## config.mk

```make
export PLATFORM = sky130hd
export DESIGN_NAME = mem_arbiter
export DESIGN_NICKNAME = d
export VERILOG_FILES = /design/src/rtl/mem_arbiter.sv
export SDC_FILE = /design/constraint.sdc
export NUM_CORES = 1
export LEC_CHECK = 0
export CORE_AREA = 2 2 60 84
export CTS_BUF_LIST = sky130_fd_sc_hd__clkbuf_16
export DETAILED_ROUTE_END_ITERATION = 6
export DIE_AREA = 0 0 62 86
export GPL_TIMING_DRIVEN = 0
export PLACE_DENSITY = 0.71
export SYNTH_ARGS = -nofsm -noshare
export SYNTH_HDL_FRONTEND = slang
export SYNTH_SLANG_ARGS = --single-unit
```

## constraint.sdc

```tcl
create_clock -name clk -period 1.6 [get_ports clk]
set_input_delay 0.24 -clock clk [delete_from_list [all_inputs] [get_ports clk]]
set_output_delay 0.24 -clock clk [all_outputs]
set_load 0.01 [all_outputs]
```

## src/rtl/mem_arbiter.sv

```systemverilog
// Two-requester arbiter (fetch / data) in front of a single-port 32x8 memory.
// Fetch owns words 0..15 read-only, data owns words 16..31; data has priority unless fetch is starving.
module mem_arbiter #(
    parameter int unsigned STARVE_LIMIT = 3
) (
    input  logic       clk,
    input  logic       rst,
    input  logic       i_req,
    input  logic [3:0] i_addr,
    output logic       i_gnt,
    output logic       i_rvalid,
    output logic [7:0] i_rdata,
    input  logic       d_req,
    input  logic       d_we,
    input  logic [3:0] d_addr,
    input  logic [7:0] d_wdata,
    output logic       d_gnt,
    output logic       d_rvalid,
    output logic [7:0] d_rdata,
    output logic [4:0] mem_addr,
    output logic       mem_w_en,
    output logic [7:0] mem_wdata,
    input  logic [7:0] mem_rdata
);

    localparam logic [2:0] LIMIT = 3'(STARVE_LIMIT);

    typedef enum logic [1:0] {
        IDLE  = 2'd0,
        ACC_I = 2'd1,
        ACC_D = 2'd2
    } state_t;

    state_t     state_reg, state_next;
    logic [3:0] i_addr_reg, i_addr_next;
    logic [3:0] d_addr_reg, d_addr_next;
    logic       d_we_reg, d_we_next;
    logic [7:0] d_wdata_reg, d_wdata_next;
    logic [2:0] starve_cnt_reg, starve_cnt_next;
    logic       i_rvalid_reg, d_rvalid_reg;
    logic [7:0] i_rdata_reg, d_rdata_reg;
    logic       i_elig, d_elig, fetch_wins;

    // A requester holding the grant this cycle sits out the next decision.
    always_comb begin
        i_elig          = i_req && (state_reg != ACC_I);
        d_elig          = d_req && (state_reg != ACC_D);
        fetch_wins      = i_elig && (!d_elig || (starve_cnt_reg == LIMIT));
        state_next      = IDLE;
        i_addr_next     = i_addr_reg;
        d_addr_next     = d_addr_reg;
        d_we_next       = d_we_reg;
        d_wdata_next    = d_wdata_reg;
        starve_cnt_next = starve_cnt_reg;
        if (fetch_wins) begin
            state_next      = ACC_I;
            i_addr_next     = i_addr;
            starve_cnt_next = 3'd0;
        end else if (d_elig) begin
            state_next   = ACC_D;
            d_addr_next  = d_addr;
            d_we_next    = d_we;
            d_wdata_next = d_wdata;
            if (i_elig && (starve_cnt_reg < LIMIT)) begin
                starve_cnt_next = starve_cnt_reg + 3'd1;
            end
        end
    end

    always_ff @(posedge clk or negedge rst) begin
        if (!rst) begin
            state_reg      <= IDLE;
            i_addr_reg     <= 4'd0;
            d_addr_reg     <= 4'd0;
            d_we_reg       <= 1'b0;
            d_wdata_reg    <= 8'd0;
            starve_cnt_reg <= 3'd0;
        end else begin
            state_reg      <= state_next;
            i_addr_reg     <= i_addr_next;
            d_addr_reg     <= d_addr_next;
            d_we_reg       <= d_we_next;
            d_wdata_reg    <= d_wdata_next;
            starve_cnt_reg <= starve_cnt_next;
        end
    end

    // Memory-side outputs depend only on state, so reset zeroes them immediately.
    always_comb begin
        i_gnt     = (state_reg == ACC_I);
        d_gnt     = (state_reg == ACC_D);
        mem_addr  = 5'd0;
        mem_w_en  = 1'b0;
        mem_wdata = 8'd0;
        case (state_reg)
            ACC_I: begin
                mem_addr = {1'b0, i_addr_reg};
            end
            ACC_D: begin
                mem_addr  = {1'b1, d_addr_reg};
                mem_w_en  = d_we_reg;
                mem_wdata = d_wdata_reg;
            end
            default: begin
                mem_addr = 5'd0;
            end
        endcase
    end

    // Read data is captured at the end of the grant cycle and held until the next read.
    always_ff @(posedge clk or negedge rst) begin
        if (!rst) begin
            i_rvalid_reg <= 1'b0;
            d_rvalid_reg <= 1'b0;
            i_rdata_reg  <= 8'd0;
            d_rdata_reg  <= 8'd0;
        end else begin
            i_rvalid_reg <= (state_reg == ACC_I);
            d_rvalid_reg <= (state_reg == ACC_D) && !d_we_reg;
            if (state_reg == ACC_I) begin
                i_rdata_reg <= mem_rdata;
            end
            if ((state_reg == ACC_D) && !d_we_reg) begin
                d_rdata_reg <= mem_rdata;
            end
        end
    end

    assign i_rvalid = i_rvalid_reg;
    assign d_rvalid = d_rvalid_reg;
    assign i_rdata  = i_rdata_reg;
    assign d_rdata  = d_rdata_reg;

endmodule
```

==> run metrics, run 1 <==
outcome finished with violations; violated checks negative setup slack; RSZ-0062 raised after global routing true; Clk network pwr share 0.218; final setup margin -0.0736 ns; max-slew violation count 0; CTS clock-pin slew for the worst setup and hold paths about 0.06 ns; sequential area share after synthesis 0.584; minimum clock period 1.67 ns; FP Rows 29; H-tree lvl count 2; Internal slightly above 3 mW; Most Crowded Layer GR met2; clock latency at the later pin of the worst-skew pair 0.28 ns; largest cells by area after synthesis dfrtp_1 58%, mux2_2 16%, mux2_4 7.9%; Data required, critical path 1.76 ns; synthesis-to-finish area growth 59.4%; GR met1 Demand/Resource 0.187; first-pass GRT wire length 6420 um; crit end category register; Max VDD drop between 700 and 800 uV; placed cells 245; CTS tree built; #FFs+latches synth 40; Hold Buf Count CTS 0; slew margin rel. 0.414; met2 usage 0.288; Initial Util 0.378; Pwr per Cell Area roughly 1600 nW/um^2; dpl hpwl 2790 um; crit path max fanout 10; Final Net Count 235; first drt pass iteration count 4; Crit Path Class reg2reg; die width 62 um; core area 4540 sq um; Yosys top cell area share 0.584; switching pwr 1.21 mW; final setup fails 21; Synth Instances 121; Die Area 5330 sq um; via count 1231; switching share of power 0.285; initial antenna violation count 0; cell area after synthesis around 1700 sq um; leakage power 1.27 nW; Max Root-Sink Buffers 2; Synth Area per Inst around 14 sq um; die span in y roughly 86 um; clk_skew ~0.0049 ns; most frequent cells in the layout 45 x clkdlybuf4s50_1, 40 x dfrtp_1, 17 x mux2_4; PortBufs 62; total power 4.24 mW; syn_nets 154; Clock Tree Root clkbuf_16; Synth cell types 21; # clock sinks 40; Max Cap Viol 0; gr ovfl total 0; All-Layer GR Usage 0.165; antenna fix cells 0; startpoint types register; largest net degree at the start of global routing 41; crit share post-route 1.05; number of buffers created by CTS 5; layout cells sized above 1 0.424; number of global-route vias before repair between 1000 and 1500; commonest non-fill, non-tap cell in the layout clkdlybuf4s50_1; post-route antenna net violation count 0; part of the power in combinational logic 0.401; Hold Crit Class in2async; CP arrival 1.84 ns; # IOs 63; synth warn 0; Via-to-Cell Ratio roughly 4.6; Slew @ Worst Pin 0.879 ns; Synth area leader dfrtp_1; DR iter-0 viols 35; routability cong. 0.752; Finished Layout Cells between 200 and 300; Routed WL approximately 4000 um; Hold Violations, Final 0; WL per Instance 15.2 um; Reg power frac 0.381; Fmax around 600 MHz; GR Layer Usage met3 0.0407; drt drc 0
per-layer routing:
layer  part of all wire  vias up
met1               0.36      620
met2               0.59       31
met5                  0        -
met3              0.033        4
met4              0.015        0
li1                   -      576
Yosys cell counts:
cell type and number:
o21a_1 1, ha_1 4, a211oi_1 1, nor2_1 6, a21oi_1 3, mux2_4 9
and2_1 9, a21o_4 1, clkbuf_1 1, nand2b_1 2, buf_2 3, a22oi_1 4
nor2b_1 2, nor3b_1 1, buf_4 1, o41ai_1 1, nand2_1 1, buf_6 1
dfrtp_1 40, inv_1 6, mux2_2 24
final timing paths:
path,start,to,slack [ns],cells after the start
setup / recovery,state_reg[0]$_DFF_PN0_,d_wdata_reg[1]$_DFFE_PN0P_,-0.07,7
hold / removal,rst,d_rdata[3]$_DFFE_PN0P_,0.08,1
setup reg to reg,state_reg[0]$_DFF_PN0_,d_wdata_reg[1]$_DFFE_PN0P_,-0.07,7
hold reg to reg,d_wdata_reg[2]$_DFFE_PN0P_,d_wdata_reg[2]$_DFFE_PN0P_,0.50,1
max in group asynchronous,rst,state_reg[0]$_DFF_PN0_,0.96,1
min in group clk,d_wdata_reg[2]$_DFFE_PN0P_,d_wdata_reg[2]$_DFFE_PN0P_,0.50,1
cell families after synthesis:
family / Yosys count / synth area share
compound gates: 11 / 0.0489
fa+ha+maj: 4 / 0.0292
buf+inv: 12 / 0.0350
flops: 40 / 0.584
mux: 33 / 0.236
simple gates: 21 / 0.0671
power by group through the flow:
stage	clock, mW	sequential (mW)	combinational, mW
CTS	0.966	1.61	1.68
detailed placement	0	1.61	1.54
floorplan	0	1.67	0.672
global route	1.00	1.67	1.83
global placement	0	1.58	1.49
finish	0.923	1.61	1.70
stage by stage:
stage | TNS [ns] | util | hold WS [ns] | cell area, sq um | setup slack, ns
final | -1.15 | 0.603 | 0.0797 | 2730 | -0.0736
after global routing | -2.00 | 0.603 | 0.145 | 2730 | -0.106
after CTS | -1.28 | 0.596 | 0.111 | 2710 | -0.0737
after detailed placement | -6.65 | 0.533 | 0.411 | 2420 | -0.453
after global placement | -30.63 | 0.534 | 0.487 | 2420 | -0.615
after floorplan | 0 | - | -0.0556 | 1720 | 0.0398
final cells by class:
type / count / area, sq um
buffer: 6 / 76.3
fill: 390 / 1800
clock inverter: 3 / 13.8
clock buffer: 5 / 125
sequential: 40 / 1000
multi-input combinational: 69 / 749
timing repair buffer: 74 / 668
tap: 62 / 77.6
inverter: 6 / 22.5
critical path: stages, from the launching register on:
cell	delay (ns)
dfrtp_1	0.39
buf_6	0.13
ha_4	0.16
buf_6	0.13
nor2b_4	0.13
a21o_4	0.17
buf_12	0.14
mux2_4	0.30
timing repair:
item                                   4_1_cts  5_1_grt
resized for setup                           88        9
pin swaps                                    4        5
setup endpoints to repair                   29       33
cloned                                       1        0
setup buffers                                9        3
endpoints found under the hold margin        0        0
Power figures use the tool's default switching activity.
==> run 2, diff against run 1 <==
CORE_AREA = 2 2 97 52   (was 2 2 60 84)
DIE_AREA = 0 0 99 54   (was 0 0 62 86)
PLACE_DENSITY = 0.75   (was 0.71)
==> run metrics, run 2 (synthesis results as in run 1) <==
# clock sinks 40; All-Layer GR Usage 0.167; clk_skew 0.00867 ns; Max VDD drop 891 uV; Routed WL between 4000 and 5000 um; crit path max fanout 10; violated checks negative setup slack; drt drc 0; number of buffers created by CTS 5; dpl hpwl 2560 um; largest net degree at the start of global routing 35; commonest non-fill, non-tap cell in the layout clkdlybuf4s50_1; Hold Crit Class in2async; Max Cap Viol 0; first-pass GRT wire length 6660 um; Final Net Count 242; crit share post-route 1.05; Hold Violations, Final 0; layout cells sized above 1 0.486; multi-input logic area just under 800 sq um; most frequent cells in the layout 45 x clkdlybuf4s50_1, 40 x dfrtp_1, 20 x mux2_2; Reg area 1000 sq um; core area 4620 sq um; slew margin rel. 0.821; outcome finished with violations; FP Rows 18; Crit Path Class reg2reg; Fmax 593 MHz; CP arrival roughly 1.8 ns; CP peak stage delay approximately 0.44 ns; Pwr per Cell Area around 1500 nW/um^2; PortBufs 62; first drt pass iteration count 4; total power 4.42 mW; post-route antenna net violation count 0; leakage power around 1.3 nW; Fill cells 377; routability cong. 0.687; max-slew violation count 0; Via-to-Cell Ratio 4.62; CTS tree built; Die Area 5350 sq um; Max Root-Sink Buffers 2; RSZ-0062 raised after global routing true; final setup fails 24; synthesis-to-finish area growth 67.7%; final setup margin -0.0877 ns; DR iter-0 viols 21; Clock Tree Root clkbuf_16; cell repeated most along the worst path ha_1; Initial Util 0.372; clock latency at the later pin of the worst-skew pair 0.28 ns; initial antenna violation count 0; Max stage delay cell, worst path dfrtp_1; Data required, critical path 1.76 ns; via count 1247; antenna fix cells 0; Total Neg Setup Slack -1.18 ns; die span in y 54 um; worst-path cell chain ha_1 -> ha_1 -> a21o_4 -> buf_12 -> mux2_4; delay-heaviest family, CP flip-flops; gr ovfl total 0; WL per Instance 15.8 um; H-tree lvl count 2; number of global-route vias before repair 1308; startpoint types register; crit end category register; CTS clock-pin slew for the worst setup and hold paths 0.06 ns; # IOs 63; minimum clock period 1.69 ns; Final Core Density 0.623; die width 99 um; WP buf/inv 1; Slew @ Worst Pin 0.267 ns
-- run 2: cell types whose count changed in the layout (fill, tap and decap cells not counted), sizes merged --
cell / before / now
dlygate4sd3: 0 / 1
buf: 32 / 38
-- run 2: worst reg2reg max path: cells and delay by family, from the launching register on --
| kind | cells | cell delay, ns |
|---|---|---|
| flip-flops | 1 | 0.44 |
| adder cells (fa/ha/maj) | 2 | 0.42 |
| multiplexers | 1 | 0.30 |
| AO/OA/AOI/OAI | 1 | 0.25 |
| buffers and inverters | 1 | 0.15 |
-- run 2: path summary, 6_finish.rpt --
| check | end | startpoint | cells past startpoint | slack (ns) |
|---|---|---|---|---|
| setup / recovery | d_wdata_reg[7]$_DFFE_PN0P_ | starve_cnt_reg[1]$_DFFE_PN0P_ | 5 | -0.09 |
| hold / removal | d_wdata_reg[6]$_DFFE_PN0P_ | rst | 2 | 0.34 |
| setup reg to reg | d_wdata_reg[7]$_DFFE_PN0P_ | starve_cnt_reg[1]$_DFFE_PN0P_ | 5 | -0.09 |
| hold reg to reg | d_rdata[0]$_DFFE_PN0P_ | d_rdata[0]$_DFFE_PN0P_ | 1 | 0.50 |
| max in group asynchronous | d_rdata[5]$_DFFE_PN0P_ | rst | 3 | 0.83 |
| min in group clk | d_rdata[0]$_DFFE_PN0P_ | d_rdata[0]$_DFFE_PN0P_ | 1 | 0.50 |
-- run 2: layout make-up --
cell class / instances / area share
buffer: 6 / 0.0265
clock buffer: 5 / 0.0435
clock inverter: 3 / 0.00478
inverter: 6 / 0.00783
multi-input combinational: 69 / 0.273
sequential: 40 / 0.348
tap: 60 / 0.0261
timing repair buffer: 81 / 0.271
-- run 2: power by group --
group	total [mW]	switching [mW]	internal (mW)
logic	1.85	0.668	1.18
clock network	0.945	0.379	0.566
registers	1.63	0.241	1.38
total	4.42	1.29	3.13
-- run 2: timing repair --
action / CTS / global route
hold buffers: 1 / 0
gates cloned: 1 / 0
endpoints found under the setup margin: 29 / 40
hold endpoints to repair: 6 / 0
pin swaps: 6 / 5
gates resized for setup: 91 / 23
buffers inserted: 16 / 0
-- run 2: metrics by stage --
| stage | hold WS, ns | cell area, sq um | instances | worst slack [ns] |
|---|---|---|---|---|
| final | 0.335 | 2880 | 270 | -0.0877 |
| after global routing | 0.358 | 2880 | 270 | -0.135 |
| after CTS | 0.335 | 2780 | 270 | -0.0519 |
| after detailed placement | 0.0950 | 2430 | 244 | -0.439 |
| after global placement | 0.485 | 2420 | 243 | -0.792 |
| after floorplan | -0.0556 | 1720 | 121 | 0.0398 |
-- run 2: routing by layer --
| layer | vias up | GRT usage | share of wire |
|---|---|---|---|
| li1 | 586 | - | - |
| met1 | 622 | 0.228 | 0.48 |
| met2 | 34 | 0.249 | 0.45 |
| met3 | 5 | 0.0662 | 0.059 |
| met4 | 0 | 0.0502 | 0.0078 |
| met5 | - | 0 | 0 |
